File: config.mk
export PLATFORM = sky130hd
export DESIGN_NAME = noc_output_arbiter
export DESIGN_NICKNAME = d
export VERILOG_FILES = /design/src/rtl/noc_output_arbiter.sv
export SDC_FILE = /design/constraint.sdc
export NUM_CORES = 1
export LEC_CHECK = 0
export ABC_AREA = 1
export ABC_CLOCK_PERIOD_IN_PS = 3750
export CAP_MARGIN = 20
export CORE_AREA = 5 5 152 154
export DETAILED_ROUTE_END_ITERATION = 6
export DIE_AREA = 0 0 157 159
export PLACE_DENSITY = 0.78
export SKIP_CTS_REPAIR_TIMING = 1
export SLEW_MARGIN = 20
export SYNTH_ARGS = -nofsm -noshare
export SYNTH_HDL_FRONTEND = slang
export SYNTH_SLANG_ARGS = --single-unit
File: constraint.sdc
create_clock -name clk -period 3.75 [get_ports clk]
set_clock_uncertainty 0.2 [all_clocks]
set_input_delay 0.375 -clock clk [delete_from_list [all_inputs] [get_ports clk]]
set_output_delay 0.375 -clock clk [all_outputs]
set_load 0.05 [all_outputs]
File: src/rtl/noc_output_arbiter.sv
// Output-port switch stage. Round-robin arbitration between packet heads, with the grant held
// for the whole packet. The output link is driven from a 2-entry register buffer.
module noc_output_arbiter #(
    parameter int CHANNELS   = 5,
    parameter int FLIT_WIDTH = 64
) (
    input  logic                           clk,
    input  logic                           rst,
    input  logic [CHANNELS-1:0]            i_valid,
    output logic [CHANNELS-1:0]            o_ready,
    input  logic [CHANNELS*FLIT_WIDTH-1:0] i_flit,
    output logic                           o_valid,
    input  logic                           i_ready,
    output logic [FLIT_WIDTH-1:0]          o_flit,
    output logic [CHANNELS-1:0]            o_grant
);

    localparam int IDX_W = $clog2(CHANNELS);

    typedef enum logic {IDLE = 1'b0, BUSY = 1'b1} state_t;

    state_t                  state_reg, state_next;
    logic [CHANNELS-1:0]     grant_reg, grant_next;
    logic [IDX_W-1:0]        last_grant_reg, last_grant_next;

    logic [1:0]              count_reg;
    logic [FLIT_WIDTH-1:0]   buf0_reg;   // oldest entry, drives the link directly
    logic [FLIT_WIDTH-1:0]   buf1_reg;

    logic [CHANNELS-1:0]     head_req;
    logic [CHANNELS-1:0]     winner_onehot;
    logic                    winner_found;
    logic [IDX_W-1:0]        winner_idx;
    logic [IDX_W-1:0]        scan_idx;
    logic [FLIT_WIDTH-1:0]   masked_flit [CHANNELS];
    logic [FLIT_WIDTH-1:0]   sel_flit;
    logic                    accept;
    logic                    pop;
    logic                    buf_full;

    genvar gi;
    generate
        for (gi = 0; gi < CHANNELS; gi++) begin : g_chan
            assign head_req[gi]      = i_valid[gi] && i_flit[gi*FLIT_WIDTH + 1];
            assign masked_flit[gi]   = grant_reg[gi] ? i_flit[gi*FLIT_WIDTH +: FLIT_WIDTH] : '0;
            assign winner_onehot[gi] = winner_found && (winner_idx == IDX_W'(gi));
        end
    endgenerate

    // The grant is one-hot, so OR-ing the masked channels selects the owner's flit.
    always_comb begin
        sel_flit = '0;
        for (int k = 0; k < CHANNELS; k++) begin
            sel_flit = sel_flit | masked_flit[k];
        end
    end

    // Scan starts just after the previous winner and wraps, so the last owner is considered last.
    always_comb begin
        winner_found = 1'b0;
        winner_idx   = '0;
        scan_idx     = last_grant_reg;
        for (int k = 0; k < CHANNELS; k++) begin
            scan_idx = (scan_idx == IDX_W'(CHANNELS - 1)) ? '0 : scan_idx + IDX_W'(1);
            if (!winner_found && head_req[scan_idx]) begin
                winner_found = 1'b1;
                winner_idx   = scan_idx;
            end
        end
    end

    assign buf_full = (count_reg == 2'd2);
    assign accept   = |(i_valid & o_ready);
    assign pop      = o_valid && i_ready;

    always_ff @(posedge clk) begin
        if (rst) begin
            state_reg      <= IDLE;
            grant_reg      <= '0;
            last_grant_reg <= IDX_W'(CHANNELS - 1);
        end else begin
            state_reg      <= state_next;
            grant_reg      <= grant_next;
            last_grant_reg <= last_grant_next;
        end
    end

    always_comb begin
        state_next      = state_reg;
        grant_next      = grant_reg;
        last_grant_next = last_grant_reg;
        case (state_reg)
            IDLE: begin
                if (winner_found) begin
                    state_next      = BUSY;
                    grant_next      = winner_onehot;
                    last_grant_next = winner_idx;
                end
            end
            BUSY: begin
                // Release on tail acceptance; the tail may still sit in the buffer.
                if (accept && sel_flit[0]) begin
                    state_next = IDLE;
                    grant_next = '0;
                end
            end
        endcase
    end

    always_comb begin
        o_ready = '0;
        if (state_reg == BUSY && !buf_full) begin
            o_ready = grant_reg;
        end
        o_grant = grant_reg;
    end

    // Shift-style FIFO: buf0 always holds the oldest flit.
    always_ff @(posedge clk) begin
        if (rst) begin
            count_reg <= 2'd0;
            buf0_reg  <= '0;
            buf1_reg  <= '0;
        end else begin
            case ({accept, pop})
                2'b10: begin
                    if (count_reg == 2'd0) begin
                        buf0_reg <= sel_flit;
                    end else begin
                        buf1_reg <= sel_flit;
                    end
                    count_reg <= count_reg + 2'd1;
                end
                2'b01: begin
                    buf0_reg  <= buf1_reg;
                    count_reg <= count_reg - 2'd1;
                end
                2'b11: begin
                    if (count_reg == 2'd1) begin
                        buf0_reg <= sel_flit;
                    end else begin
                        buf0_reg <= buf1_reg;
                        buf1_reg <= sel_flit;
                    end
                end
                default: begin
                end
            endcase
        end
    end

    assign o_valid = (count_reg != 2'd0);
    assign o_flit  = buf0_reg;

endmodule

==> flow_summary_export.csv, run 1 <==
group,metric,value,unit
run_status,status,"finished, final reports clean",
power_and_ir_drop,p_leak,5.33,nW
setup_path,r2r_cells,20,
setup_path,cp_num_buf_inv,6,
power_and_ir_drop,power_density,778,nW/um^2
cts,worstSkewPairLatency,0.41,ns
setup_path,cp_data_required_time,3.85,ns
cts,root_buffer,"clkbuf_16",
cells_and_area,num_antenna_cells,0,
yosys,syn-num-nets,1583,
die,die_area,25000,sq um
yosys,synth-edff-count,0,
yosys,avgSynthCellArea,6.79,sq um
cts,htree_levels,4,
setup_path,endpoint_kind,"flip-flop",
sta,final_max_slew_viol_count,0,
run,drv.max_cap_violation_count,0,
routing,drc,0,
yosys,synthDistinctLibCells,36,
cts,clk_path_buf_depth,2,
setup_path,crit_path_max_fanout,9,
cells_and_area,area_delta_synth_final,58.6,%
setup_path,crit_cells,20,
routing,drt_iter0_markers,655,
global_routing,track_usage,24.3,%
die,die_y,159,microns
die,num_io_pins,403,
yosys,post-synth-top-count-cell,"nand2_1",
power_and_ir_drop,irDropWorstVdd,0.000637,V
setup_path,path_class,"flip-flop to flip-flop",
setup_path,arrival,3.62,ns
sta,setup_tns,0,ns
cells_and_area,fin_nets,1926,
yosys,yosys_warnings,0,
yosys,synth.top_cells.by_count,"nand2_1, dfxtp_1, a21oi_1, o21ai_0, nand3_1",
yosys,synthFlopType,"dfxtp_1",
setup_path,slowest_delay,0.36,ns
setup_path,crit_family,"simple AND/OR/NAND/NOR gates",
cells_and_area,fillers,1969,
sta,setup_viol,0,
sta,slew_headroom,43.7,%
sta,period_share,94.1,%
yosys,synthArstFlopShare,0,%
worst_hold_path,hp-class,"flip-flop to flip-flop",
placed_design,dp_hpwl,23.5,mm
routing,wire_per_inst,17.2,microns
routing,postRouteWirelength,32.3,mm
cts,cts_tree,"done",
cts,cts_sinks,139,
routing,vias,9938,
global_routing,grt_pass1_wl,49.5,mm
setup_path,critPathLaunchType,"flip-flop",
yosys,ys_seq_area_share,33.0,%
cts,path_clk_slew,0.06,ns
die,num_rows,54,
sta,tightest_slew,0.842,ns
die,dieWidth,157,microns
routing,vias_per_cell,5.29,
global_routing,grt_pass1_vias,9652,
placed_design,io_buffers,402,
routing,dr.pass1.iters,5,
yosys,netlist.area_leader.share,33.0,%
global_routing,grt_max_degree,95,
sta,clock.fmax,283,MHz
yosys,synth_top_cell_by_area,"dfxtp_1",
die,start_util,39.1,%
yosys,ys_ff_latch,139,
routing,ant_nets,0,
cts,cts_buffers,17,
setup_path,crit_chain,"inv_1, ha_4, inv_1, ha_2, inv_1, ha_1, or2_2, nand3_2, nand2_4, o21ai_4, buf_4, nand3_1, nand3_2, nor2_2, inv_2, nand3_2, nand2_4, inv_2, o21ai_1, a21oi_1",
cells_and_area,drive_above_1_share,6.83,%
sta,final_hold_viol_count,0,
power_and_ir_drop,finalPower,10.4,mW
yosys,syn_inst,1241,
placed_design,gp_congestion,0.882,
setup_path,cp_slowest_cell,"ha_2",
global_routing,antenna_found_initial,0,
yosys,synthTopCellsByArea,"dfxtp_1, nand2_1, a21oi_1",
sta,min_period,3.53,ns
yosys,synth_area,8420,sq um
die,design.core.area,21600,sq um
sta,rsz0062_at_grt,"no",
worst_hold_path,whs_path_depth,2,
global_routing,overflow,0,
[per-layer routing]
metal	vias to the layer above	wire (microns)	global-route usage, %
met5	-	0	0
met4	0	592	6.23
met3	38	2600	6.31
met2	352	16200	43.1
met1	4549	12900	29.0
li1	4999	-	-
[worst register-to-register path, stage by stage, from the launching register on]
cell	delay [ns]
dfxtp_2	0.35
inv_1	0.10
ha_4	0.29
inv_1	0.07
ha_2	0.36
inv_1	0.08
ha_1	0.20
or2_2	0.28
nand3_2	0.09
nand2_4	0.09
o21ai_4	0.23
buf_4	0.17
nand3_1	0.12
nand3_2	0.17
nor2_2	0.06
inv_2	0.06
nand3_2	0.10
nand2_4	0.12
inv_2	0.06
o21ai_1	0.13
a21oi_1	0.06
[final timing paths]
| kind | start | endpoint | slack, ns |
|---|---|---|---|
| worst min register to register | state_reg$_SDFF_PP0_ | state_reg$_SDFF_PP0_ | 0.27 |
| worst max register to register | last_grant_reg[1]$_SDFFE_PP0P_ | last_grant_reg[0]$_SDFFE_PP0P_ | 0.22 |
| worst max-delay path | last_grant_reg[1]$_SDFFE_PP0P_ | last_grant_reg[0]$_SDFFE_PP0P_ | 0.22 |
| worst min-delay path | state_reg$_SDFF_PP0_ | state_reg$_SDFF_PP0_ | 0.27 |
[placed cells by master (no fill, tap or decap), drive strengths merged]
master and count:
xor2 1, nand3b 1, a22o 65, a221oi 1, or2 2, nand4 4, o21ai 137, o211ai 4
dfxtp 139, a31oi 64, ha 14, clkinv 7, a21oi 138, bufinv 4, clkdlybuf4s50 402, inv 109
nor3 2, nor2 21, and3 64, nand2 260, xnor2 1, and2 1, o21bai 1, clkbuf 18
nand3 114, buf 21, clkinvlp 2
[final cells by class]
class                           count  area, sq um  area share, %
Tap cell                          280          350           2.62
Sequential cell                   139         2790           20.9
Clock inverter                     14          194           1.45
Inverter                          108          407           3.04
Multi-Input combinational cell    895         4920           36.8
Timing Repair Buffer              423         4270           31.9
Clock buffer                       18          429           3.21
[kinds of logic after synthesis]
family / share of synthesized area, %
and+or+nand+nor: 26.8
AOI/OAI and AO/OA: 28.6
buffers and inverters: 9.31
DFF: 33.0
adders and majority gates: 2.08
xor gates and xnor gates: 0.208
[per-stage QoR]
stage | hold slack (ns) | utilization (%) | setup WS, ns | instance area (sq um) | cells
floorplan | 0.245 | - | 0.267 | 8420 | 1241
global placement | 0.256 | 58.9 | 0.178 | 12700 | 1842
detailed placement | 0.265 | 58.9 | 0.0780 | 12700 | 1842
CTS | 0.273 | 61.7 | 0.0608 | 13300 | 1874
global route | 0.304 | 62.0 | 0.00519 | 13400 | 1877
finish | 0.268 | 62.0 | 0.222 | 13400 | 1877
[power by group]
part | internal [mW] | leakage (nW) | switching [mW]
Combinational | 2.29 | 3.89 | 4.13
Clock | 1.12 | 0.301 | 0.640
Sequential | 1.97 | 1.14 | 0.247
(Power assumes the default switching activity.)
==> run 2: changes to the inputs <==
--- a/config.mk
+++ b/config.mk
@@ -7,11 +7,14 @@
 export LEC_CHECK = 0
 export ABC_AREA = 1
 export ABC_CLOCK_PERIOD_IN_PS = 3750
-export CAP_MARGIN = 20
-export CORE_AREA = 5 5 152 154
+export CAP_MARGIN = 15
+export CELL_PAD_IN_SITES_DETAIL_PLACEMENT = 2
+export CELL_PAD_IN_SITES_GLOBAL_PLACEMENT = 2
+export CORE_MARGIN = 5
+export CORE_UTILIZATION = 21
+export CTS_CLUSTER_DIAMETER = 30
 export DETAILED_ROUTE_END_ITERATION = 6
-export DIE_AREA = 0 0 157 159
-export PLACE_DENSITY = 0.78
+export PLACE_DENSITY_LB_ADDON = 0.1
 export SKIP_CTS_REPAIR_TIMING = 1
 export SLEW_MARGIN = 20
 export SYNTH_ARGS = -nofsm -noshare
==> flow_summary_export.csv, run 2 (same netlist as run 1, synthesis figures left out) <==
group,metric,value,unit
routing,vias,10200,
setup_path,endpoint_kind,"flip-flop",
sta,period_share,92.6,%
die,num_io_pins,403,
worst_hold_path,hp-class,"flip-flop to flip-flop",
die,die_area,44200,sq um
global_routing,grt_max_degree,93,
cts,cts_tree,"done",
global_routing,grt_pass1_vias,11400,
sta,min_period,3.47,ns
setup_path,path_class,"flip-flop to flip-flop",
die,die_y,210,microns
cts,cts_sinks,139,
cells_and_area,mostFrequentLayoutCells,"clkdlybuf4s50_1, nand2_1, a21oi_1, dfxtp_1, o21ai_0",
cts,root_buffer,"clkbuf_16",
sta,setup_tns,0,ns
routing,ant_nets,0,
setup_path,critPathLaunchType,"flip-flop",
cts,worstSkewPairLatency,0.42,ns
setup_path,cp-startpoint,"last_grant_reg[1]$_SDFFE_PP0P_",
sta,whs,0.279,ns
global_routing,overflow,0,
sta,setup_viol,0,
cts,path_clk_slew,0.06,ns
setup_path,regToRegStartpoint,"last_grant_reg[1]$_SDFFE_PP0P_",
die,dieWidth,210,microns
cells_and_area,fin_nets,1926,
routing,wire_per_inst,19.6,microns
cells_and_area,drive_above_1_share,6.76,%
global_routing,grt_pass1_wl,64.4,mm
placed_design,gp_congestion,0.778,
run_status,status,"finished, final reports clean",
cells_and_area,area_delta_synth_final,61.8,%
sta,tightest_slew,0.893,ns
sta,slew_headroom,40.4,%
cts,clk_path_buf_depth,2,
placed_design,dp_hpwl,30.2,mm
power_and_ir_drop,p_leak,5.32,nW
sta,clock.fmax,288,MHz
die,design.core.area,39700,sq um
routing,dr.pass1.iters,4,
run,drv.max_cap_violation_count,0,
worst_hold_path,hold_start,"state_reg$_SDFF_PP0_",
cts,htree_levels,4,
cells_and_area,num_antenna_cells,0,
die,num_rows,73,
global_routing,track_usage,18.2,%
die,start_util,21.2,%
power_and_ir_drop,power_density,776,nW/um^2
sta,final_max_slew_viol_count,0,
power_and_ir_drop,irDropWorstVdd,0.000338,V
cells_and_area,fillers,4626,
routing,vias_per_cell,4.82,
setup_path,arrival,3.61,ns
sta,rsz0062_at_grt,"no",
cts,cts_buffers,17,
setup_path,cp_data_required_time,3.89,ns
routing,drt_iter0_markers,334,
setup_path,crit_path_max_fanout,8,
global_routing,antenna_found_initial,1,
placed_design,io_buffers,402,
cells_and_area,layout_commonest_cell,"clkdlybuf4s50_1",
routing,postRouteWirelength,41.5,mm
routing,drc,0,
sta,final_hold_viol_count,0,
[run 2: cell count changes in the layout (fill, tap and decap cells not counted), sizes merged]
cell,change
bufinv,-3
clkinv,-3
clkinvlp,-1
inv,+7
[run 2: worst paths after layout]
path | endpoint | slack [ns] | cells after the start
max | o_grant[3]$_SDFFE_PP0P_ | 0.28 | 23
min | state_reg$_SDFF_PP0_ | 0.28 | 2
max reg2reg | o_grant[3]$_SDFFE_PP0P_ | 0.28 | 23
min reg2reg | state_reg$_SDFF_PP0_ | 0.28 | 2
[run 2: layer usage]
metal	part of all wire, %	track usage, %	routed length (microns)
met4	1.3	3.49	525
met3	5.4	4.44	2250
met2	51	33.4	21100
met1	43	21.6	17700
met5	0.031	0	13
[run 2: stage by stage]
step	instance area (sq um)	total power [mW]	cells	util, %	setup slack (ns)
2_1_floorplan	8420	6.57	1241	-	0.267
3_3_place_gp	13000	8.72	2089	32.7	0.249
3_5_place_dp	13000	8.88	2089	32.7	0.0987
4_1_cts	13600	10.7	2121	34.2	0.0834
5_1_grt	13600	11.4	2122	34.3	0.0147
6_report	13600	10.6	2122	34.3	0.278
[run 2: cell type report]
type                       instances  area (sq um)  area share [%]
clock buffer                      18           439            3.22
timing repair buffer             423          4260            31.2
multi-input combinational        895          4930            36.2
inverter                         108           407            2.98
clock inverter                    14           149            1.09
sequential                       139          2790            20.5
tap                              525           657            4.82
[run 2: worst max-delay path: stages, from the launching register on]
cell,delay (ns)
dfxtp_1,0.34
inv_1,0.09
ha_4,0.29
inv_1,0.09
ha_4,0.18
nand2_4,0.08
nand2_4,0.09
ha_1,0.23
or2_2,0.28
nand3_2,0.10
nand2_4,0.09
nor2_2,0.11
nand2_2,0.07
nand2_4,0.09
nand2_2,0.09
nand2_4,0.13
nand2_1,0.05
nand3_1,0.11
nand3_2,0.12
nand2_2,0.11
nand3_1,0.09
nand2_2,0.13
nand3_1,0.09
a21oi_1,0.13
[run 2: report_power, final]
part / switching, mW / internal (mW) / leakage (nW) / total (mW)
clock network: 0.771 / 0.962 / 0.290 / 1.73
logic: 4.36 / 2.28 / 3.89 / 6.64
registers: 0.242 / 1.97 / 1.13 / 2.21
